==> src/rtl/product_accumulator_if.sv <==
// rtl/product_accumulator_if.sv - product stream in, frame result out, between multiplier and accumulator
interface product_accumulator_if #(
    parameter int ACC_W = 32,
    parameter int CNT_W = 8
);
    logic             in_valid;
    logic             in_ready;
    logic [24:0]      in_product;
    logic             in_last;
    logic             out_valid;
    logic             out_ready;
    logic [ACC_W-1:0] out_sum;
    logic [CNT_W-1:0] out_count;
    logic             out_ovf;

    modport slave (
        input  in_valid, in_product, in_last, out_ready,
        output in_ready, out_valid, out_sum, out_count, out_ovf
    );

    modport master (
        output in_valid, in_product, in_last, out_ready,
        input  in_ready, out_valid, out_sum, out_count, out_ovf
    );
endinterface

==> src/rtl/product_accumulator.sv <==
// rtl/product_accumulator.sv - frame-wise sum of multiplier products; ACC_SAT_EN selects saturating over wrapping
module product_accumulator #(
    parameter int ACC_W = 32,
    parameter int CNT_W = 8
) (
    input  logic                  clk,
    input  logic                  rst_n,
    product_accumulator_if.slave  bus
);
    typedef enum logic {
        ACCUM = 1'b0,
        DONE  = 1'b1
    } state_t;

    state_t           state_q, state_d;
    logic [ACC_W-1:0] acc_q, acc_d;
    logic [CNT_W-1:0] cnt_q, cnt_d;
    logic             ovf_q, ovf_d;
    logic             ready_q;
    logic             accept;
    logic [ACC_W:0]   sum_wide;
    logic             carry;

    // ready_q is low for the first cycle after reset even though state is ACCUM
    assign accept   = bus.in_valid && ready_q;
    assign sum_wide = {1'b0, acc_q} + (ACC_W+1)'(bus.in_product);
    assign carry    = sum_wide[ACC_W];

    always_comb begin
        state_d = state_q;
        acc_d   = acc_q;
        cnt_d   = cnt_q;
        ovf_d   = ovf_q;
        case (state_q)
            ACCUM: begin
                if (accept) begin
`ifdef ACC_SAT_EN
                    acc_d = carry ? '1 : sum_wide[ACC_W-1:0];
`else
                    acc_d = sum_wide[ACC_W-1:0];
`endif
                    ovf_d = ovf_q | carry;
                    if (cnt_q != '1) begin
                        cnt_d = cnt_q + 1'b1;
                    end
                    if (bus.in_last) begin
                        state_d = DONE;
                    end
                end
            end
            DONE: begin
                if (bus.out_ready) begin
                    state_d = ACCUM;
                    acc_d   = '0;
                    cnt_d   = '0;
                    ovf_d   = 1'b0;
                end
            end
            default: state_d = ACCUM;
        endcase
    end

    always_ff @(posedge clk) begin
        if (!rst_n) begin
            state_q <= ACCUM;
            acc_q   <= '0;
            cnt_q   <= '0;
            ovf_q   <= 1'b0;
            ready_q <= 1'b0;
        end else begin
            state_q <= state_d;
            acc_q   <= acc_d;
            cnt_q   <= cnt_d;
            ovf_q   <= ovf_d;
            ready_q <= (state_d == ACCUM);
        end
    end

    assign bus.in_ready  = ready_q;
    assign bus.out_valid = (state_q == DONE);
    assign bus.out_sum   = acc_q;
    assign bus.out_count = cnt_q;
    assign bus.out_ovf   = ovf_q;
endmodule

==> src/flat_wrapper.sv <==
// flat-port wrapper written by rule: the top's interface ports become plain ports
module product_accumulator_flat 
#(
    parameter int ACC_W = 32,
    parameter int CNT_W = 8
)
  (clk, rst_n, bus_in_valid, bus_in_product, bus_in_last, bus_out_ready, bus_in_ready, bus_out_valid, bus_out_sum, bus_out_count, bus_out_ovf);
  product_accumulator_if #(.ACC_W(ACC_W), .CNT_W(CNT_W)) bus_i ();
  input  logic clk;
  input  logic rst_n;
  input wire logic [$bits(bus_i.in_valid)-1:0] bus_in_valid;
  input wire logic [$bits(bus_i.in_product)-1:0] bus_in_product;
  input wire logic [$bits(bus_i.in_last)-1:0] bus_in_last;
  input wire logic [$bits(bus_i.out_ready)-1:0] bus_out_ready;
  output wire logic [$bits(bus_i.in_ready)-1:0] bus_in_ready;
  output wire logic [$bits(bus_i.out_valid)-1:0] bus_out_valid;
  output wire logic [$bits(bus_i.out_sum)-1:0] bus_out_sum;
  output wire logic [$bits(bus_i.out_count)-1:0] bus_out_count;
  output wire logic [$bits(bus_i.out_ovf)-1:0] bus_out_ovf;
  assign bus_i.in_valid = bus_in_valid;
  assign bus_i.in_product = bus_in_product;
  assign bus_i.in_last = bus_in_last;
  assign bus_i.out_ready = bus_out_ready;
  assign bus_in_ready = bus_i.in_ready;
  assign bus_out_valid = bus_i.out_valid;
  assign bus_out_sum = bus_i.out_sum;
  assign bus_out_count = bus_i.out_count;
  assign bus_out_ovf = bus_i.out_ovf;
  product_accumulator #(.ACC_W(ACC_W), .CNT_W(CNT_W)) u_core (.clk(clk), .rst_n(rst_n), .bus(bus_i));
endmodule
==> config.mk <==
export PLATFORM = sky130hd
export DESIGN_NAME = product_accumulator_flat
export DESIGN_NICKNAME = d
export VERILOG_FILES = /design/src/rtl/product_accumulator_if.sv /design/src/rtl/product_accumulator.sv /design/src/flat_wrapper.sv
export SDC_FILE = /design/constraint.sdc
export NUM_CORES = 1
export LEC_CHECK = 0
export CAP_MARGIN = 10
export CORE_MARGIN = 10
export CORE_UTILIZATION = 60
export CTS_BUF_LIST = sky130_fd_sc_hd__clkbuf_8
export DETAILED_ROUTE_END_ITERATION = 8
export DONT_BUFFER_PORTS = 1
export GPL_TIMING_DRIVEN = 0
export HOLD_SLACK_MARGIN = 0.03
export PLACE_DENSITY_LB_ADDON = 0.25
export SYNTH_ARGS = -nofsm -noshare
export SYNTH_HDL_FRONTEND = slang
export SYNTH_SLANG_ARGS = --single-unit
==> constraint.sdc <==
create_clock -name clk -period 2.19 [get_ports clk]
set_input_delay 0.219 -clock clk [delete_from_list [all_inputs] [get_ports clk]]
set_output_delay 0.219 -clock clk [all_outputs]
set_load 0.005 [all_outputs]
==> results by group, run 1 <==
Status
  • Status: finished, violations left
  • Failing checks: negative setup slack

Worst setup path
  • Critical Path Sink: u_core.bus.out_sum[24]
  • Critical Path Start Type: flip-flop
  • Crit path capture type: flip-flop
  • Reg2reg start: u_core.bus.out_sum[13]
  • Reg2reg end: u_core.bus.out_sum[24]
  • Kind of critical path: reg2reg
  • Worst Setup SP: u_core.bus.out_sum[13]
  • Crit-path max FO: 6
  • WP data required: 2370 ps
  • Worst Reg-to-Reg Cells: 10
  • Setup slack, reg-to-reg: -370 ps
  • Worst endpoint data arrival time: 2730 ps

Global route
  • Tot GR Track Use: about a fifth
  • Vias in the first global route: 2,821
  • First-pass GRT wire length: 13,900 microns
  • Initial antenna violation count: 0
  • Largest net degree at the start of global routing: 13
  • Overflow after GRT: 0

CTS
  • Worst-case clock buffer depth: 2
  • Root buf cell: clkbuf_8
  • Clk Latency, worst-skew pair: 300 ps
  • TritonCTS clock tree: built
  • H-tree Lvls: 2
  • Cts hold-fix bufs: 0
  • Clock sink count: 43
  • Total CTS buffers: 5
  • CTS clk-pin slew, worst paths: 90 ps

Yosys
  • Top post-synthesis cells by count: dfxtp_1, o21ai_0, nand2_1
  • Post-synth EDFFs: 0
  • Post-synth top area share: 29.1%
  • Register area share after synthesis: between 20% and 30%
  • Area of the mapped netlist: slightly below 3000 sq um
  • Syn avg cell area: around 8.2 sq um
  • Synth top area cells: dfxtp_1, ha_1, o21ai_0
  • Syn Nets: between 400 and 500
  • Ys async rst share: 0%
  • Area leader, netlist: dfxtp_1
  • Gate Count Post-Synth: 363
  • Cell variety after synth: 51
  • Synth Warn #: 0
  • Most common cell in the netlist: dfxtp_1
  • Ys flop type: dfxtp_1
  • Flops & latches, synth: 43

Timing
  • Tmin final: ~2600 ps
  • Sum of negative setup slack: -3070 ps
  • Final worst path period share: 117%
  • Fin. max-slew vios: 0
  • Fmax: 391 MHz
  • Setup WS post-layout: -367 ps
  • Slew @ Worst Pin: 580 ps
  • Final Setup Violations: 19
  • Final Hold Fails: 0
  • Rel. slew slack: 61.1%
  • Hold Slack: ~100 ps
  • Setup skew after layout: 9.66 ps
  • RSZ-0062 raised after global routing: true

Routing
  • ANT nets after route: 0
  • DR pass1 iterations: 5
  • Residual DRC: 0
  • WL final: 9690 microns
  • Detailed-route wire length per cell: around 21 microns
  • Via count: 3,041
  • 1st-iter DRT viols: 276
  • Vias per cell: 6.55

Finish
  • Share of cells above drive strength 1: 30.2%
  • Fin nets: 453
  • Layout area overhead: 30.4%
  • N_diodes: 0

Floorplan
  • Core ar.: 4750 sq um
  • Top Ports: 73
  • Die Span X: 90.3 microns
  • # rows: 25
  • Die span in y: between 90 and 100 microns
  • Die area: 8150 sq um
  • Initial Util: 62.3%

Power
  • Max IR drop VDD: 0.000396 V
  • Clk pwr share: 24.5%
  • Switching Power: between 700 and 800 uW
  • Sw Share: 34.7%
  • PwrDens: roughly 530 nW/um^2
  • Reg power frac: approximately 43%
  • Leakage: 0.00145 uW
  • Internal: between 1000 and 1500 uW
  • Comb pwr share: between 30% and 40%

Placement
  • RePlAce Congestion: 0.845
  • Post-DP HPWL: 5850 microns
  • I/O Buffers: 0

Job
  • Max-cap check violation count: 0

Worst hold path
  • Hold WC Path Type: in2reg
## power groups by stage
| stage | clock [uW] | combinational (uW) | sequential, uW |
|---|---|---|---|
| after floorplan | 0 | 373 | 871 |
| after global placement | 0 | 442 | 885 |
| after detailed placement | 0 | 454 | 886 |
| after CTS | 497 | 537 | 872 |
| after global routing | 533 | 729 | 881 |
| final | 503 | 675 | 875 |
## metrics by stage
stage | power, uW | instances | utilization (%) | area, sq um | setup slack, ps
after floorplan | 1240 | 363 | - | 3000 | -35.5
after global placement | 1330 | 430 | 64.8 | 3080 | -345
after detailed placement | 1340 | 430 | 64.8 | 3080 | -341
after CTS | 1910 | 451 | 73.9 | 3510 | -288
after global routing | 2140 | 464 | 81.3 | 3860 | -458
final | 2050 | 464 | 81.3 | 3860 | -367
## layout by cell type, fill, tap and decap left out, drive strengths merged, types with 4 or more instances in the layout
cell,n
inv,10
o211ai,5
nand3,28
a31oi,7
and3,4
nor2b,6
nand2,29
dfxtp,43
or3,4
o31ai,6
xor2,14
nor3,8
a21o,15
nor2,26
a21oi,28
ha,26
clkbuf,14
buf,28
o21ai,33
xnor2,16
and2,12
## layer usage
metal / track usage [%] / vias to the layer above / part of all wire, % / wire length [microns]
met1: 21.7 / 1425 / 37 / 3560
met3: 7.65 / 28 / 12 / 1120
li1: - / 1389 / - / -
met5: 0 / - / 0 / 0
met2: 34.7 / 199 / 50 / 4810
met4: 7.16 / 0 / 2.2 / 215
## state kept, by name (all words and copies together), names as in the netlist
name and count:
u_core.bus.in_ready 1, u_core.bus.out_valid 1, u_core.bus.out_count 8, u_core.bus.out_ovf 1
u_core.bus.out_sum 32
## cell type report
type | count | area [sq um]
Buffer | 9 | 35.0
Clock buffer | 5 | 68.8
Clock inverter | 3 | 12.5
Fill cell | 285 | 890
Inverter | 8 | 30.0
Multi-Input combinational cell | 301 | 2530
Sequential cell | 43 | 890
Tap cell | 67 | 83.8
Timing Repair Buffer | 28 | 218
## worst min path at each step
stage / startpoint / to / slack [ps] / depth (start not counted)
after floorplan: bus_in_last / u_core.bus.out_valid / 390 / 2
after global placement: bus_in_last / u_core.bus.out_valid / 390 / 2
after detailed placement: bus_in_last / u_core.bus.out_valid / 400 / 2
after CTS: bus_in_last / u_core.bus.out_valid / 100 / 2
after global routing: bus_in_last / u_core.bus.out_valid / 110 / 2
final: bus_in_last / u_core.bus.out_valid / 100 / 2
## repair_timing
item | CTS | global route
pin swaps | 29 | 25
endpoints found under the setup margin | 21 | 25
resized for setup | 58 | 54
gates cloned | 0 | 0
buffers inserted | 14 | 14
## logic make-up after synthesis
logic type               after synthesis  share of synthesized area, %
XOR/XNOR                              30                          8.87
AO/OA/AOI/OAI                        113                          25.2
flip-flops                            43                          29.1
AND/OR/NAND/NOR                      130                          22.4
multiplexers                           1                         0.338
buffers and inverters                 19                          2.49
adder cells (fa/ha/maj)               27                          11.7
## critical path: stages, from the launching register on
cell and delay, ps:
dfxtp_4 380, ha_4 280, a21o_1 220, a31oi_2 280
nor3_1 110, a2111oi_2 410, o31ai_4 150, buf_4 170
a21oi_2 180, xor2_1 180, o21ai_1 80
(Power assumes the default switching activity.)
==> run 2: changes to the inputs <==
--- a/config.mk
+++ b/config.mk
@@ -17,3 +17,4 @@
 export SYNTH_ARGS = -nofsm -noshare
 export SYNTH_HDL_FRONTEND = slang
 export SYNTH_SLANG_ARGS = --single-unit
+export TNS_END_PERCENT = 30
==> run 2 against run 1 <==
Clock-buffer cell count stayed put. Clock skew is 2.9 ps lower. Combinational power down 14%. Largest power group unchanged. The run still ends with negative setup slack left.
==> results by group, run 2 (synthesis results as in run 1) <==
Status
  • Status: finished, violations left
  • Failing checks: negative setup slack

Routing
  • Detailed-route wire length per cell: between 15 and 20 microns
  • Via count: 2,896
  • 1st-iter DRT viols: around 250
  • Vias per cell: 6.41
  • ANT nets after route: 0
  • WL final: 8620 microns
  • DR pass1 iterations: 5
  • Residual DRC: 0

Worst setup path
  • CP max stage delay: 370 ps
  • Setup slack, reg-to-reg: -240 ps
  • Critical Path Start Type: flip-flop
  • Most used cell, CP: buf_4
  • Crit-path max FO: 3
  • Crit-path leading delay family: compound AO/OA/AOI/OAI gates
  • Worst endpoint data arrival time: approximately 2600 ps
  • WP data required: between 2000 and 2500 ps
  • Slowest cell on the critical path: dfxtp_4
  • Cell Chain, Critical Path: ha_4 -> inv_2 -> fa_2 -> nor2b_4 -> o2111ai_4 -> a21oi_2 -> buf_4 -> nor2_4 -> buf_4 -> o31ai_1 -> xnor2_1 -> o21ai_0
  • WP buf/inv: 3
  • Crit path capture type: flip-flop
  • Kind of critical path: reg2reg

Floorplan
  • Top Ports: 73
  • # rows: 25
  • Die span in y: 90.3 microns
  • Initial Util: 62.3%
  • Core ar.: 4750 sq um
  • Die area: around 8100 sq um
  • Die Span X: 90.3 microns

Placement
  • RePlAce Congestion: ~0.84
  • I/O Buffers: 0
  • Post-DP HPWL: 5850 microns
  • Post-place instance area: 3080 sq um

Timing
  • Final worst path period share: 111%
  • Fmax: 412 MHz
  • RSZ-0062 raised after global routing: true
  • Rel. slew slack: 59.8%
  • Fin. max-slew vios: 0
  • Setup WS post-layout: -239 ps
  • Slew @ Worst Pin: 600 ps
  • Hold Slack: ~100 ps
  • Final Setup Violations: 21
  • Tmin final: about 2400 ps
  • Setup skew after layout: 6.71 ps
  • Final Hold Fails: 0

Power
  • Leakage: about 0.0014 uW
  • Max IR drop VDD: just under 0.0004 V
  • PwrDens: 544 nW/um^2
  • Final Power: 1950 uW

CTS
  • TritonCTS clock tree: built
  • Root buf cell: clkbuf_8
  • CTS clk-pin slew, worst paths: 80 ps
  • Clk Latency, worst-skew pair: 300 ps
  • Worst-case clock buffer depth: 2
  • Clock sink count: 43
  • Total CTS buffers: 5
  • H-tree Lvls: 2

Job
  • Max-cap check violation count: 0

Finish
  • Layout area overhead: 20.9%
  • N_diodes: 0
  • Design area: 3580 sq um
  • Commonest non-fill, non-tap cell in the layout: dfxtp_1
  • Max reg flops: 32
  • Commonest non-fill, non-tap cells in the layout: dfxtp_1, nand2_1, nand3_1, nor2_1, o21ai_0
  • Fin nets: roughly 440
  • Share of cells above drive strength 1: 22.3%

Global route
  • Initial antenna violation count: 0
  • Vias in the first global route: 2,692
  • Largest net degree at the start of global routing: 13
  • First-pass GRT wire length: 13,200 microns
  • Overflow after GRT: 0
  • Tot GR Track Use: about a fifth

Worst hold path
  • Hold WC Path Type: in2reg
run 2: cell count changes in the layout (fill, tap and decap cells not counted), moves of 3 or more:
cell	previous run	this run
o21ai_0	18	23
buf_4	26	14
a21oi_1	17	21
ha_1	4	14
ha_4	15	6
o21ai_1	10	7
dfxtp_4	6	2
run 2: final timing paths:
kind                          start                     end  cells past startpoint
max           u_core.bus.out_sum[0]  u_core.bus.out_sum[16]                     12
min                     bus_in_last    u_core.bus.out_valid                      2
max reg2reg   u_core.bus.out_sum[0]  u_core.bus.out_sum[16]                     12
min reg2reg  u_core.bus.out_sum[15]  u_core.bus.out_sum[15]                      2
run 2: final cells by class:
cell class / count / area, sq um
well taps: 67 / 83.8
repair buffers: 16 / 128
flip-flops and latches: 43 / 877
fillers: 352 / 1170
clock inverters: 3 / 12.5
clock buffers: 5 / 68.8
multi-input cells: 301 / 2350
inverters: 8 / 30.0
plain buffers: 9 / 33.8
run 2: worst reg2reg max path, stage by stage (launching register included):
cell and delay [ps]:
dfxtp_4 370, ha_4 140, inv_2 30, fa_2 360, nor2b_4 160, o2111ai_4 140, a21oi_2 210, buf_4 150
nor2_4 40, buf_4 150, o31ai_1 310, xnor2_1 150, o21ai_0 80
run 2: metrics by stage:
step           setup WS [ps]  TNS (ps)  instances  utilization (%)
4_1_cts                 -305     -3200        450             72.3
6_report                -239     -3170        452             75.4
3_3_place_gp            -345     -3540        430             64.8
2_1_floorplan          -35.5     -35.5        363                -
3_5_place_dp            -341     -3610        430             64.8
5_1_grt                 -396     -6440        452             75.4
run 2: report_power, final:
| group | total (uW) | leakage (uW) | switching [uW] | internal (uW) |
|---|---|---|---|---|
| Combinational | 583 | 0.000983 | 331 | 253 |
| Clock | 496 | 0.0000505 | 280 | 215 |
| Sequential | 871 | 0.000354 | 49.3 | 821 |
run 2: what timing repair did:
item                                    4_1_cts  5_1_grt
gates cloned                                  0        0
hold buffers                                  0        0
endpoints found under the setup margin       21       29
setup buffers                                13        3
gates resized for setup                      40       29
pin swaps                                    21       10
run 2: routing by layer:
layer / part of all wire (%) / GRT usage [%] / vias to the layer above / wire (microns)
li1: - / - / 1361 / -
met2: 49 / 32.9 / 155 / 4240
met1: 39 / 21.8 / 1358 / 3330
met5: 0 / 0 / - / 0
met4: 2.1 / 4.91 / 0 / 181
met3: 10 / 7.23 / 22 / 867
==> run 3: changes to the inputs <==
--- a/config.mk
+++ b/config.mk
@@ -6,7 +6,7 @@
 export NUM_CORES = 1
 export LEC_CHECK = 0
 export CAP_MARGIN = 10
-export CORE_MARGIN = 10
+export CORE_MARGIN = 1
 export CORE_UTILIZATION = 60
 export CTS_BUF_LIST = sky130_fd_sc_hd__clkbuf_8
 export DETAILED_ROUTE_END_ITERATION = 8
@@ -14,6 +14,7 @@
 export GPL_TIMING_DRIVEN = 0
 export HOLD_SLACK_MARGIN = 0.03
 export PLACE_DENSITY_LB_ADDON = 0.25
+export SLEW_MARGIN = 25
 export SYNTH_ARGS = -nofsm -noshare
 export SYNTH_HDL_FRONTEND = slang
 export SYNTH_SLANG_ARGS = --single-unit
==> run 3 against run 2 <==
The flow still finishes with violations (negative setup slack). Wire length decreased by 5.9%. Clock power up 18%. Via count fell by 0.52%. Design area is 3.6% higher. Sequential share of layout area fell by 0.64 points. Die area is 36% lower. Critical path depth unchanged. Worst hold slack worse by 7.6 ps. Power grew 5.8%. Maximum frequency grew 0.15%. Non-clock buffer count is 3 higher. Combinational power up 3.8%.
==> results by group, run 3 (synthesis results as in run 1) <==
Finish
  • Layout area overhead: 25.3%
  • Util after Layout: 78.6%
  • Fin nets: 444
  • N_diodes: 0
  • Max reg flops: 32
  • Commonest non-fill, non-tap cells in the layout: dfxtp_1, nand2_1, nand3_1, o21ai_0, nor2_1
  • Share of cells above drive strength 1: roughly a quarter
  • Commonest non-fill, non-tap cell in the layout: dfxtp_1

Timing
  • RSZ-0062 raised after global routing: true
  • Fin. max-slew vios: 0
  • Rel. slew slack: 43.1%
  • Final Hold Fails: 0
  • Setup WS post-layout: -235 ps
  • Slew @ Worst Pin: 846 ps
  • Setup skew after layout: between 8 and 9 ps
  • Sum of negative setup slack: -2290 ps
  • Hold Slack: 92.6 ps
  • Tmin final: 2430 ps
  • Final worst path period share: 111%
  • Fmax: 412 MHz
  • Final Setup Violations: 18

Worst hold path
  • Min-delay src: rst_n
  • Endpoint, Worst Hold: u_core.bus.out_sum[10]
  • Hold WC Path Type: in2reg
  • Hold Crit Depth: 2

Global route
  • Vias in the first global route: 2,620
  • GRT met1 Usage: between 30% and 40%
  • Tot GR Track Use: 28.0%
  • Global routing usage on met2: 48.8%
  • GRT busiest layer: met2
  • Overflow after GRT: 0
  • First-pass GRT wire length: 11,800 microns
  • Initial antenna violation count: 0
  • GR Util met3: 6.81%
  • Largest net degree at the start of global routing: 14

CTS
  • H-tree Lvls: 2
  • Clk Latency, worst-skew pair: roughly 300 ps
  • Total CTS buffers: 5
  • Clock sink count: 43
  • Root buf cell: clkbuf_8
  • Worst-case clock buffer depth: 2
  • CTS clk-pin slew, worst paths: 90 ps
  • TritonCTS clock tree: built
  • Cts hold-fix bufs: 0

Floorplan
  • Die span in y: 72.3 microns
  • Initial Util: a little over three fifths
  • Core ar.: 4720 sq um
  • Die area: about 5200 sq um
  • Top Ports: 73
  • Die Span X: between 70 and 80 microns
  • # rows: 25

Worst setup path
  • Cell Chain, Critical Path: ha_4 -> inv_2 -> fa_2 -> nor2b_4 -> o2111ai_4 -> a21oi_4 -> buf_6 -> o2111ai_4 -> a31oi_4 -> o2111ai_2 -> xor2_1 -> nor2_1
  • Kind of critical path: reg2reg
  • Setup slack, reg-to-reg: -240 ps
  • Worst Reg-to-Reg Cells: 12
  • Crit-path max FO: 3
  • Critical Path Start Type: flip-flop
  • Reg2reg start: u_core.bus.out_sum[0]
  • Reg2reg end: u_core.bus.out_sum[30]
  • WP data required: 2370 ps
  • Slowest cell on the critical path: dfxtp_4
  • Worst endpoint data arrival time: between 2000 and 3000 ps
  • Crit path capture type: flip-flop
  • Worst Setup SP: u_core.bus.out_sum[0]
  • Most used cell, CP: o2111ai_4
  • CP max stage delay: 380 ps

Routing
  • DR pass1 iterations: 5
  • Via count: 2,881
  • Vias per cell: 6.33
  • ANT nets after route: 0
  • Detailed-route wire length per cell: 17.8 microns
  • WL final: 8110 microns
  • 1st-iter DRT viols: ~240
  • Residual DRC: 0

Status
  • Status: finished, violations left
  • Failing checks: negative setup slack

Placement
  • DP Worst Slack: -344 ps
  • RePlAce Congestion: between 0.8 and 0.9
  • I/O Buffers: 0
  • Post-DP HPWL: 5210 microns

Job
  • Max-cap check violation count: 0

Power
  • Max IR drop VDD: 0.000380 V
  • Final Power: 2060 uW
  • PwrDens: 556 nW/um^2
  • Leakage: 0.00140 uW
[run 3: what timing repair did]
item / in CTS / in global routing
pin swaps: 11 / 28
resized for setup: 20 / 72
hold endpoints to repair: 0 / 0
endpoints found under the setup margin: 22 / 27
buffers inserted: 6 / 12
[run 3: worst max-delay path by stage]
stage	endpoint	cells after the start
6_report	u_core.bus.out_sum[30]	12
5_1_grt	u_core.bus.out_sum[30]	12
3_5_place_dp	u_core.bus.out_sum[28]	11
3_3_place_gp	u_core.bus.out_sum[28]	11
2_1_floorplan	u_core.bus.out_sum[28]	11
4_1_cts	u_core.bus.out_sum[28]	11
[run 3: worst max-delay path: cells and delay by family, from the launching register on]
family,cells,cell delay [ps]
xor+xnor,1,190
fa+ha+maj,2,500
compound gates,5,870
simple gates,2,200
buf+inv,2,160
flops,1,380
[run 3: metal layers]
layer	vias to the layer above	part of all wire (%)
met5	-	0
met4	0	1.5
met2	113	50
li1	1365	-
met1	1385	41
met3	18	6.7
[run 3: where the power goes]
group | switching (uW) | leakage [uW] | internal, uW | total [uW]
Clock | 297 | 0.0000505 | 288 | 585
Combinational | 334 | 0.000989 | 271 | 605
Sequential | 49.8 | 0.000356 | 822 | 872
Total | 681 | 0.00140 | 1380 | 2060
[run 3: metrics by stage]
step | cells | area, sq um
detailed placement | 430 | 3080
CTS | 444 | 3300
floorplan | 363 | 3000
global placement | 430 | 3080
global route | 455 | 3710
finish | 455 | 3710
[run 3: area by class of cell]
type,instances,area (sq um)
sequential,43,885
buffer,10,45.0
inverter,8,30.0
multi-input combinational,301,2420
tap,67,83.8
timing repair buffer,18,143
clock buffer,7,96.3
fill,298,1010
clock inverter,1,7.51
